--- config.mk ---
export PLATFORM = sky130hd
export DESIGN_NAME = data_mem_arbiter
export DESIGN_NICKNAME = d
export VERILOG_FILES = /design/src/rtl/data_mem_pkg.sv /design/src/rtl/data_mem_arbiter_rr_arb2.sv /design/src/rtl/data_mem_arbiter.sv
export SDC_FILE = /design/constraint.sdc
export NUM_CORES = 1
export LEC_CHECK = 0
export ABC_CLOCK_PERIOD_IN_PS = 2450
export CORE_AREA = 2 2 114 116
export CTS_BUF_LIST = sky130_fd_sc_hd__clkbuf_4
export DETAILED_ROUTE_END_ITERATION = 7
export DIE_AREA = 0 0 116 118
export HOLD_SLACK_MARGIN = 0.03
export MAX_ROUTING_LAYER = met4
export PLACE_DENSITY = 0.78
export SLEW_MARGIN = 20
export SYNTH_ARGS = -nofsm -noshare
export SYNTH_HDL_FRONTEND = slang
export SYNTH_SLANG_ARGS = --single-unit
--- constraint.sdc ---
create_clock -name clk -period 2.45 [get_ports clk]
set_input_delay 0.3675 -clock clk [delete_from_list [all_inputs] [get_ports clk]]
set_output_delay 0.3675 -clock clk [all_outputs]
set_load 0.01 [all_outputs]
--- src/rtl/data_mem_pkg.sv ---
// rtl/data_mem_pkg.sv - shared constants and types for the data SRAM arbiter
package data_mem_pkg;
  localparam int WORD_W  = 32;
  localparam int SRAM_AW = 8;
  localparam int BYTE_AW = SRAM_AW + 2;

  typedef enum logic {
    PORT_CPU = 1'b0,
    PORT_FAB = 1'b1
  } port_e;

  typedef struct packed {
    logic  valid;
    port_e port;
    logic  err;
    logic  we;
  } resp_t;
endpackage

--- src/rtl/data_mem_arbiter_rr_arb2.sv ---
// rtl/data_mem_arbiter_rr_arb2.sv - two-input round-robin arbiter with fixed-priority bypass
module rr_arb2
  import data_mem_pkg::*;
#(
  parameter int RR_EN = 1
) (
  input  logic       clk,
  input  logic       resetn,
  input  logic [1:0] i_req,
  output logic [1:0] o_gnt
);

  port_e r_last;
  logic  w_pick_fab;

  // On a tie the master that lost last time wins; with RR_EN=0 the cpu always wins.
  always_comb begin
    w_pick_fab = 1'b0;
    o_gnt      = 2'b00;
    if (i_req == 2'b11) begin
      w_pick_fab = (RR_EN != 0) && (r_last == PORT_CPU);
    end else begin
      w_pick_fab = i_req[1];
    end
    if (i_req != 2'b00) begin
      o_gnt = w_pick_fab ? 2'b10 : 2'b01;
    end
  end

  always_ff @(posedge clk or negedge resetn) begin
    if (!resetn) begin
      r_last <= PORT_FAB;
    end else if (|o_gnt) begin
      r_last <= w_pick_fab ? PORT_FAB : PORT_CPU;
    end
  end

endmodule

--- src/rtl/data_mem_arbiter.sv ---
// rtl/data_mem_arbiter.sv - two-master arbiter for the single-port data SRAM macro
module data_mem_arbiter #(
  parameter int SRAM_AW = data_mem_pkg::SRAM_AW,
  parameter int BYTE_AW = data_mem_pkg::BYTE_AW,
  parameter int RR_EN   = 1
) (
  input  logic               clk,
  input  logic               resetn,
  input  logic               cpu_req_i,
  output logic               cpu_gnt_o,
  output logic               cpu_rvalid_o,
  input  logic               cpu_we_i,
  input  logic [3:0]         cpu_be_i,
  input  logic [31:0]        cpu_addr_i,
  input  logic [31:0]        cpu_wdata_i,
  output logic [31:0]        cpu_rdata_o,
  output logic               cpu_err_o,
  input  logic               fab_req_i,
  output logic               fab_gnt_o,
  output logic               fab_rvalid_o,
  input  logic               fab_we_i,
  input  logic [3:0]         fab_be_i,
  input  logic [31:0]        fab_addr_i,
  input  logic [31:0]        fab_wdata_i,
  output logic [31:0]        fab_rdata_o,
  output logic               fab_err_o,
  output logic               sram_csb0_o,
  output logic               sram_web0_o,
  output logic [3:0]         sram_wmask0_o,
  output logic [SRAM_AW-1:0] sram_addr0_o,
  output logic [31:0]        sram_din0_o,
  input  logic [31:0]        sram_dout0_i
);
  import data_mem_pkg::*;

  logic [1:0]        w_req;
  logic [1:0]        w_gnt;
  logic              w_any;
  logic              w_sel_fab;
  logic              w_we;
  logic [3:0]        w_be;
  logic [31:0]       w_addr;
  logic [WORD_W-1:0] w_wdata;
  logic              w_in_range;
  logic              w_access;
  logic              w_unused_addr;

  // Requests are masked during reset so no grant or SRAM select can leak out.
  assign w_req = {fab_req_i, cpu_req_i} & {2{resetn}};

  rr_arb2 #(.RR_EN(RR_EN)) u_arb (
    .clk    (clk),
    .resetn (resetn),
    .i_req  (w_req),
    .o_gnt  (w_gnt)
  );

  assign cpu_gnt_o = w_gnt[0];
  assign fab_gnt_o = w_gnt[1];
  assign w_any     = |w_gnt;
  assign w_sel_fab = w_gnt[1];

  assign w_we          = w_sel_fab ? fab_we_i    : cpu_we_i;
  assign w_be          = w_sel_fab ? fab_be_i    : cpu_be_i;
  assign w_addr        = w_sel_fab ? fab_addr_i  : cpu_addr_i;
  assign w_wdata       = w_sel_fab ? fab_wdata_i : cpu_wdata_i;
  assign w_unused_addr = ^{cpu_addr_i[1:0], fab_addr_i[1:0]};

  assign w_in_range = (w_addr[31:BYTE_AW] == '0);
  assign w_access   = w_any & w_in_range;

  assign sram_csb0_o   = ~w_access;
  assign sram_web0_o   = ~(w_access & w_we);
  assign sram_wmask0_o = (w_access & w_we) ? w_be : 4'h0;
  assign sram_addr0_o  = w_access ? w_addr[BYTE_AW-1:2] : '0;
  assign sram_din0_o   = w_access ? w_wdata : '0;

  resp_t       r_resp;
  logic [31:0] r_cpu_hold;
  logic [31:0] r_fab_hold;
  logic        w_cpu_rv;
  logic        w_fab_rv;
  logic        w_rd_ok;

  always_ff @(posedge clk or negedge resetn) begin
    if (!resetn) begin
      r_resp <= '0;
    end else begin
      r_resp.valid <= w_any;
      r_resp.port  <= w_sel_fab ? PORT_FAB : PORT_CPU;
      r_resp.err   <= ~w_in_range;
      r_resp.we    <= w_we;
    end
  end

  assign w_cpu_rv = r_resp.valid & (r_resp.port == PORT_CPU);
  assign w_fab_rv = r_resp.valid & (r_resp.port == PORT_FAB);
  assign w_rd_ok  = ~r_resp.err & ~r_resp.we;

  // Only good read responses refresh a port's hold register.
  always_ff @(posedge clk or negedge resetn) begin
    if (!resetn) begin
      r_cpu_hold <= '0;
      r_fab_hold <= '0;
    end else begin
      if (w_cpu_rv & w_rd_ok) r_cpu_hold <= sram_dout0_i;
      if (w_fab_rv & w_rd_ok) r_fab_hold <= sram_dout0_i;
    end
  end

  assign cpu_rvalid_o = w_cpu_rv;
  assign fab_rvalid_o = w_fab_rv;
  assign cpu_err_o    = w_cpu_rv & r_resp.err;
  assign fab_err_o    = w_fab_rv & r_resp.err;

  assign cpu_rdata_o = (w_cpu_rv & r_resp.err) ? 32'h0 :
                       (w_cpu_rv & w_rd_ok)    ? sram_dout0_i : r_cpu_hold;
  assign fab_rdata_o = (w_fab_rv & r_resp.err) ? 32'h0 :
                       (w_fab_rv & w_rd_ok)    ? sram_dout0_i : r_fab_hold;

endmodule

# ---- Yosys cells after proc, flatten, opt, wreduce, memory -nomap -nowiden
# Index checks and enable logic that the tools add are counted.
dict set report word_totals {
  elab_cells 44
  out_inout_bits 116
  regBits 69
}
dict set report classes {
  n_mux 16
  n_bitwise 17
  reduce_logical 3
  eq_ne 1
}
# operator n
set ops {}
lappend ops {{2-to-1 mux 32 bit} 7}
lappend ops {{logical NOT 22 bit} 1}
lappend ops {{AND 1 bit} 9}
lappend ops {{2-to-1 mux 4 bit} 2}
lappend ops {{2-to-1 mux 8 bit} 1}
lappend ops {{inverter 1 bit} 7}
lappend ops {{2-to-1 mux 1 bit} 4}
lappend ops {{2-to-1 mux 2 bit} 2}
lappend ops {{AND 2 bit} 1}
lappend ops {{equality test 2 bit (second input constant)} 1}
lappend ops {{nonzero test 2 bit} 1}
lappend ops {{OR reduction 2 bit} 1}

# ---- Logic depth before layout (Yosys ltp)
dict set report logic_depth {
  ltp_word 10
  mapped_depth 7
}

# ---- Hierarchy
# Synthesis repeated with hierarchy kept, for this count alone.
dict set report unflattened {
  hier_cells 351
  area_unflattened_um2 3942.5
}
# module cells_per_inst area_per_inst_um2 n_inst seq_area_each_um2
set modules_own_cells {}
lappend modules_own_cells {data_mem_arbiter 345 3888.7 1 1701.6}
lappend modules_own_cells {rr_arb2 6 53.8 1 26.3}

# ---- Worst setup path before layout
# Ideal clock, no wire load.
dict set report synth_timing {
  path_type {input to output}
  from {in fab_addr_i[10]}
  to {out sram_wmask0_o[0]}
  arrival_time_ns 1.669
  path_stages 5
  n_path_buf 1
  setup_slack_ns 0.414
  path_cell_list {nor4_1 > and4_1 > nand4_1 > buf_4 > a2111oi_1}
}
dict set report synth_via {
  elab_chain_cells 5
}
# element line
set synth_rtl {}
lappend synth_rtl {{start: declaration} data_mem_arbiter.sv:23} ;# input logic [31:0] fab_addr_i,
lappend synth_rtl {{2-to-1 mux 32 bit} data_mem_arbiter.sv:65} ;# assign w_addr = w_sel_fab ? fab_addr_i : cpu_addr_i;
lappend synth_rtl {{logical NOT 22 bit} data_mem_arbiter.sv:69} ;# assign w_in_range = (w_addr[31:BYTE_AW] == '0);
lappend synth_rtl {{AND 1 bit} data_mem_arbiter.sv:70} ;# assign w_access = w_any & w_in_range;
lappend synth_rtl {{AND 1 bit} data_mem_arbiter.sv:74} ;# assign sram_wmask0_o = (w_access & w_we) ? w_be : 4'h0;
lappend synth_rtl {{2-to-1 mux 4 bit} data_mem_arbiter.sv:74}
lappend synth_rtl {{end: declaration} data_mem_arbiter.sv:29} ;# output logic [3:0] sram_wmask0_o,
# No other way between the ends.

# ---- Worst setup path after layout
dict set report layout_timing {
  from {reg r_resp[2] (netlist bit)}
  to {out fab_rdata_o[21]}
}
dict set report layout_via {
  elab_chain_cells 4
  word_cells_on_any_way 5
}
# element line
set layout_rtl {}
lappend layout_rtl {{start: declaration} data_mem_arbiter.sv:78} ;# resp_t r_resp;
lappend layout_rtl {{AND 1 bit (*)} data_mem_arbiter.sv:97} ;# assign w_fab_rv = r_resp.valid & (r_resp.port == PORT_FAB);
lappend layout_rtl {{AND 1 bit} data_mem_arbiter.sv:119} ;# (w_fab_rv & w_rd_ok) ? sram_dout0_i : r_fab_hold;
lappend layout_rtl {{2-to-1 mux 32 bit} data_mem_arbiter.sv:119}
lappend layout_rtl {{2-to-1 mux 32 bit (*)} data_mem_arbiter.sv:118} ;# assign fab_rdata_o = (w_fab_rv & r_resp.err) ? 32'h0 :
lappend layout_rtl {{end: declaration} data_mem_arbiter.sv:25} ;# output logic [31:0] fab_rdata_o,
# Every way passes the cells marked *; elsewhere a longest branch is shown, timed or not.

==> flow_summary.json <==
{
  "critPathKind": "reg -> out",
  "synth-edff-count": 0,
  "outcome": "finished with violations",
  "finalCritPeriodShare": 1.09,
  "layout.cells.most_common": "sky130_fd_sc_hd__clkdlybuf4s50_1",
  "power_frac_clock": 0.292,
  "start_kind": "flop",
  "internal_power_w": 0.00181,
  "vias_per_cell": 5.02,
  "placement_rows": 41,
  "total_switching_power_w": 0.000673,
  "fp.dieW_um": 116,
  "clkSlewWorstSetupHoldPaths_ns": 0.11,
  "max_clock_freq_mhz": 374,
  "grt_max_degree": 70,
  "number_of_global_route_vias_before_repair": 5113,
  "critPathMostFrequentCell": "sky130_fd_sc_hd__buf_6",
  "routed-via-count": 4808,
  "max_slew_margin": 0.401,
  "grt_first_pass_wirelength_um": 27800,
  "timing.final.crit_period_ns": 2.67,
  "timing.final.setup_violations": 107,
  "cts_tree": "yes",
  "insertion_delay_ns": 0.44,
  "violations_in_the_final_reports": "setup timing",
  "max_cap_violations": 0,
  "tritoncts_num_sinks": 69,
  "ctsLongestPathBuffers": 2,
  "die_area_um2": 13700,
  "cellPowerDensity_nw_per_um2": 276,
  "skew_final_ns": 0.0200,
  "power.total_w": 0.00248,
  "timing.hold.worst.class": "in -> async",
  "final_critical_path_setup_slack_ns": -0.225,
  "drcViolationCount": 0,
  "crit_path_max_fanout": 5,
  "critical_path_required_ns": 2.08,
  "drt_first_pass_iters": 4,
  "wl_final_um": 19900,
  "syn_avg_cell_area_um2": 10.7,
  "yosys_synthesis_warning_count": 0,
  "worst_slew_pin_slew_ns": 0.898,
  "async_flop_share": 1.00,
  "post_drt_wl_per_cell_um": 20.8,
  "top_level_ports": 290,
  "clock_tree.htree_level_count": 3,
  "grt_residual_overflow": 0,
  "post_route_cells_drive_above_1_share": 0.498,
  "dp_hpwl_um": 12600,
  "diodes": 0,
  "finalSetupTns_ns": -11.81,
  "initial_antenna_violation_count": 0,
  "track_usage": 0.272,
  "power.ir.vdd_worst_v": 0.000218,
  "gp_congestion": 0.909,
  "crit_chain": "and2_4 > nor3b_4 > buf_6 > buf_16 > buf_6 > mux2_4 > nor2b_1 > buf_2",
  "timing.critical_path.slowest_stage_cell": "sky130_fd_sc_hd__dfrtp_1",
  "critPathCaptureType": "output port",
  "ys_seq_area_frac": 0.408,
  "cts_inserted_buffers": 9,
  "place_worst_setup_slack_ns": -0.667,
  "mostFrequentLayoutCells": "sky130_fd_sc_hd__clkdlybuf4s50_1, sky130_fd_sc_hd__buf_2, sky130_fd_sc_hd__nand2_1",
  "holdBufCountCts": 0,
  "clk_root_buffer_cell": "sky130_fd_sc_hd__clkbuf_4",
  "power.combinational.fraction": 0.245,
  "portbufs": 285,
  "floorplan.initialDensity": 0.341,
  "synth.distinct_cells": 34,
  "net_count_reported_at_finish": 955,
  "areaGrowthSynthToFinish_pct": 112,
  "antenna_violating_nets_post_route": 0,
  "drt_first_iter_violations": 373,
  "synth_seq_cells": 69,
  "rsz0062_at_grt": "true",
  "sequentialPowerShare": 0.464,
  "timing_hold_violations_final": 0,
  "fp.coreArea_um2": 12400,
  "netlist_area_um2": 4230,
  "synth.net_count": 570,
  "worstPathArrival_ns": 2.31,
  "critPathMaxStageDelay_ns": 0.42,
  "synth_cells": 396,
  "net_switching_share_of_the_total_power": 0.271,
  "p_leak_nw": 4.43,
  "floorplan.die.height_um": 118,
  "drv_slew": 0,
  "yosys_most_used_dff": "sky130_fd_sc_hd__dfrtp_1"
}
-- worst max-delay path: cells and delay by family, from the launching register on --
| kind | cells | cell delay [ns] |
|---|---|---|
| buf+inv | 4 | 0.58 |
| simple gates | 3 | 0.59 |
| flops | 1 | 0.42 |
| mux | 1 | 0.30 |
-- repair_timing --
| item | 4_1_cts | 5_1_grt |
|---|---|---|
| resized for setup | 587 | 124 |
| endpoints found under the setup margin | 112 | 112 |
| gates cloned | 8 | 4 |
| setup buffers | 58 | 31 |
| pin swaps | 16 | 39 |
-- metal layers --
metal | GRT usage | share of wire | wire length [µm]
met1 | 0.283 | 0.36 | 7060
met2 | 0.503 | 0.55 | 10800
met3 | 0.0536 | 0.062 | 1230
met4 | 0.0952 | 0.037 | 738
met5 | - | 0 | 0
-- path summary, 6_finish.rpt --
path | startpoint | end | slack [ns] | cells past startpoint
max | r_resp[2] | fab_rdata_o[21] | -0.22 | 8
max reg2reg | r_resp[2] | r_fab_hold[7] | 0.51 | 8
min in group clk | resetn | u_arb.r_last | 0.49 | 5
max in group asynchronous | resetn | r_cpu_hold[28] | 1.52 | 3
min | resetn | r_resp[1] | 0.33 | 3
min reg2reg | u_arb.r_last | u_arb.r_last | 0.49 | 2
-- metrics by stage --
| stage | cell area [µm²] | instances | hold slack [ns] | util |
|---|---|---|---|---|
| 2_1_floorplan | 4230 | 396 | 0.0719 | - |
| 3_3_place_gp | 7520 | 855 | 0.451 | 0.606 |
| 3_5_place_dp | 7520 | 855 | 0.469 | 0.606 |
| 4_1_cts | 8380 | 935 | 0.354 | 0.675 |
| 5_1_grt | 8980 | 957 | 0.430 | 0.723 |
| 6_report | 8980 | 957 | 0.332 | 0.723 |
-- synthesized netlist by cell type (all sizes together), types with 3 or more instances --
cell | number | area share
buf | 17 | 0.033
nor2 | 3 | 0.0027
mux2i | 5 | 0.012
clkbuf | 19 | 0.017
mux2 | 64 | 0.17
a2111oi | 4 | 0.011
and2b | 21 | 0.037
a221oi | 40 | 0.12
nor2b | 42 | 0.064
and2 | 3 | 0.0047
nor4 | 10 | 0.015
dfrtp | 68 | 0.40
nand2 | 83 | 0.074
-- power groups by stage --
| stage | sequential (W) | combinational [W] | clock (W) |
|---|---|---|---|
| 2_1_floorplan | 0.00117 | 0.000127 | 0 |
| 3_3_place_gp | 0.00117 | 0.000509 | 0 |
| 3_5_place_dp | 0.00117 | 0.000516 | 0 |
| 4_1_cts | 0.00115 | 0.000557 | 0.000733 |
| 5_1_grt | 0.00115 | 0.000642 | 0.000781 |
| 6_report | 0.00115 | 0.000607 | 0.000723 |
-- cells by family (layout without fill, tap and decap cells) --
kind of cell / count (synthesis) / in the layout / synth area share
AO/OA/AOI/OAI: 49 / 49 / 0.143
buffers and inverters: 39 / 428 / 0.0523
flip-flops: 69 / 69 / 0.408
multiplexers: 69 / 69 / 0.182
AND/OR/NAND/NOR: 170 / 170 / 0.214
-- state kept, by name (all words and copies together) (netlist names) --
name          count
r_cpu_hold       32
r_fab_hold       32
r_resp            4
u_arb.r_last      1
-- final cells by class --
cell class | instances | area (µm²)
Timing Repair Buffer | 410 | 3950
Fill cell | 882 | 3440
Multi-Input combinational cell | 288 | 2950
Sequential cell | 69 | 1730
Tap cell | 172 | 215
Clock buffer | 10 | 75.1
Clock inverter | 5 | 52.6
Inverter | 3 | 13.8
Note: power is estimated with default switching activity, not from simulation.
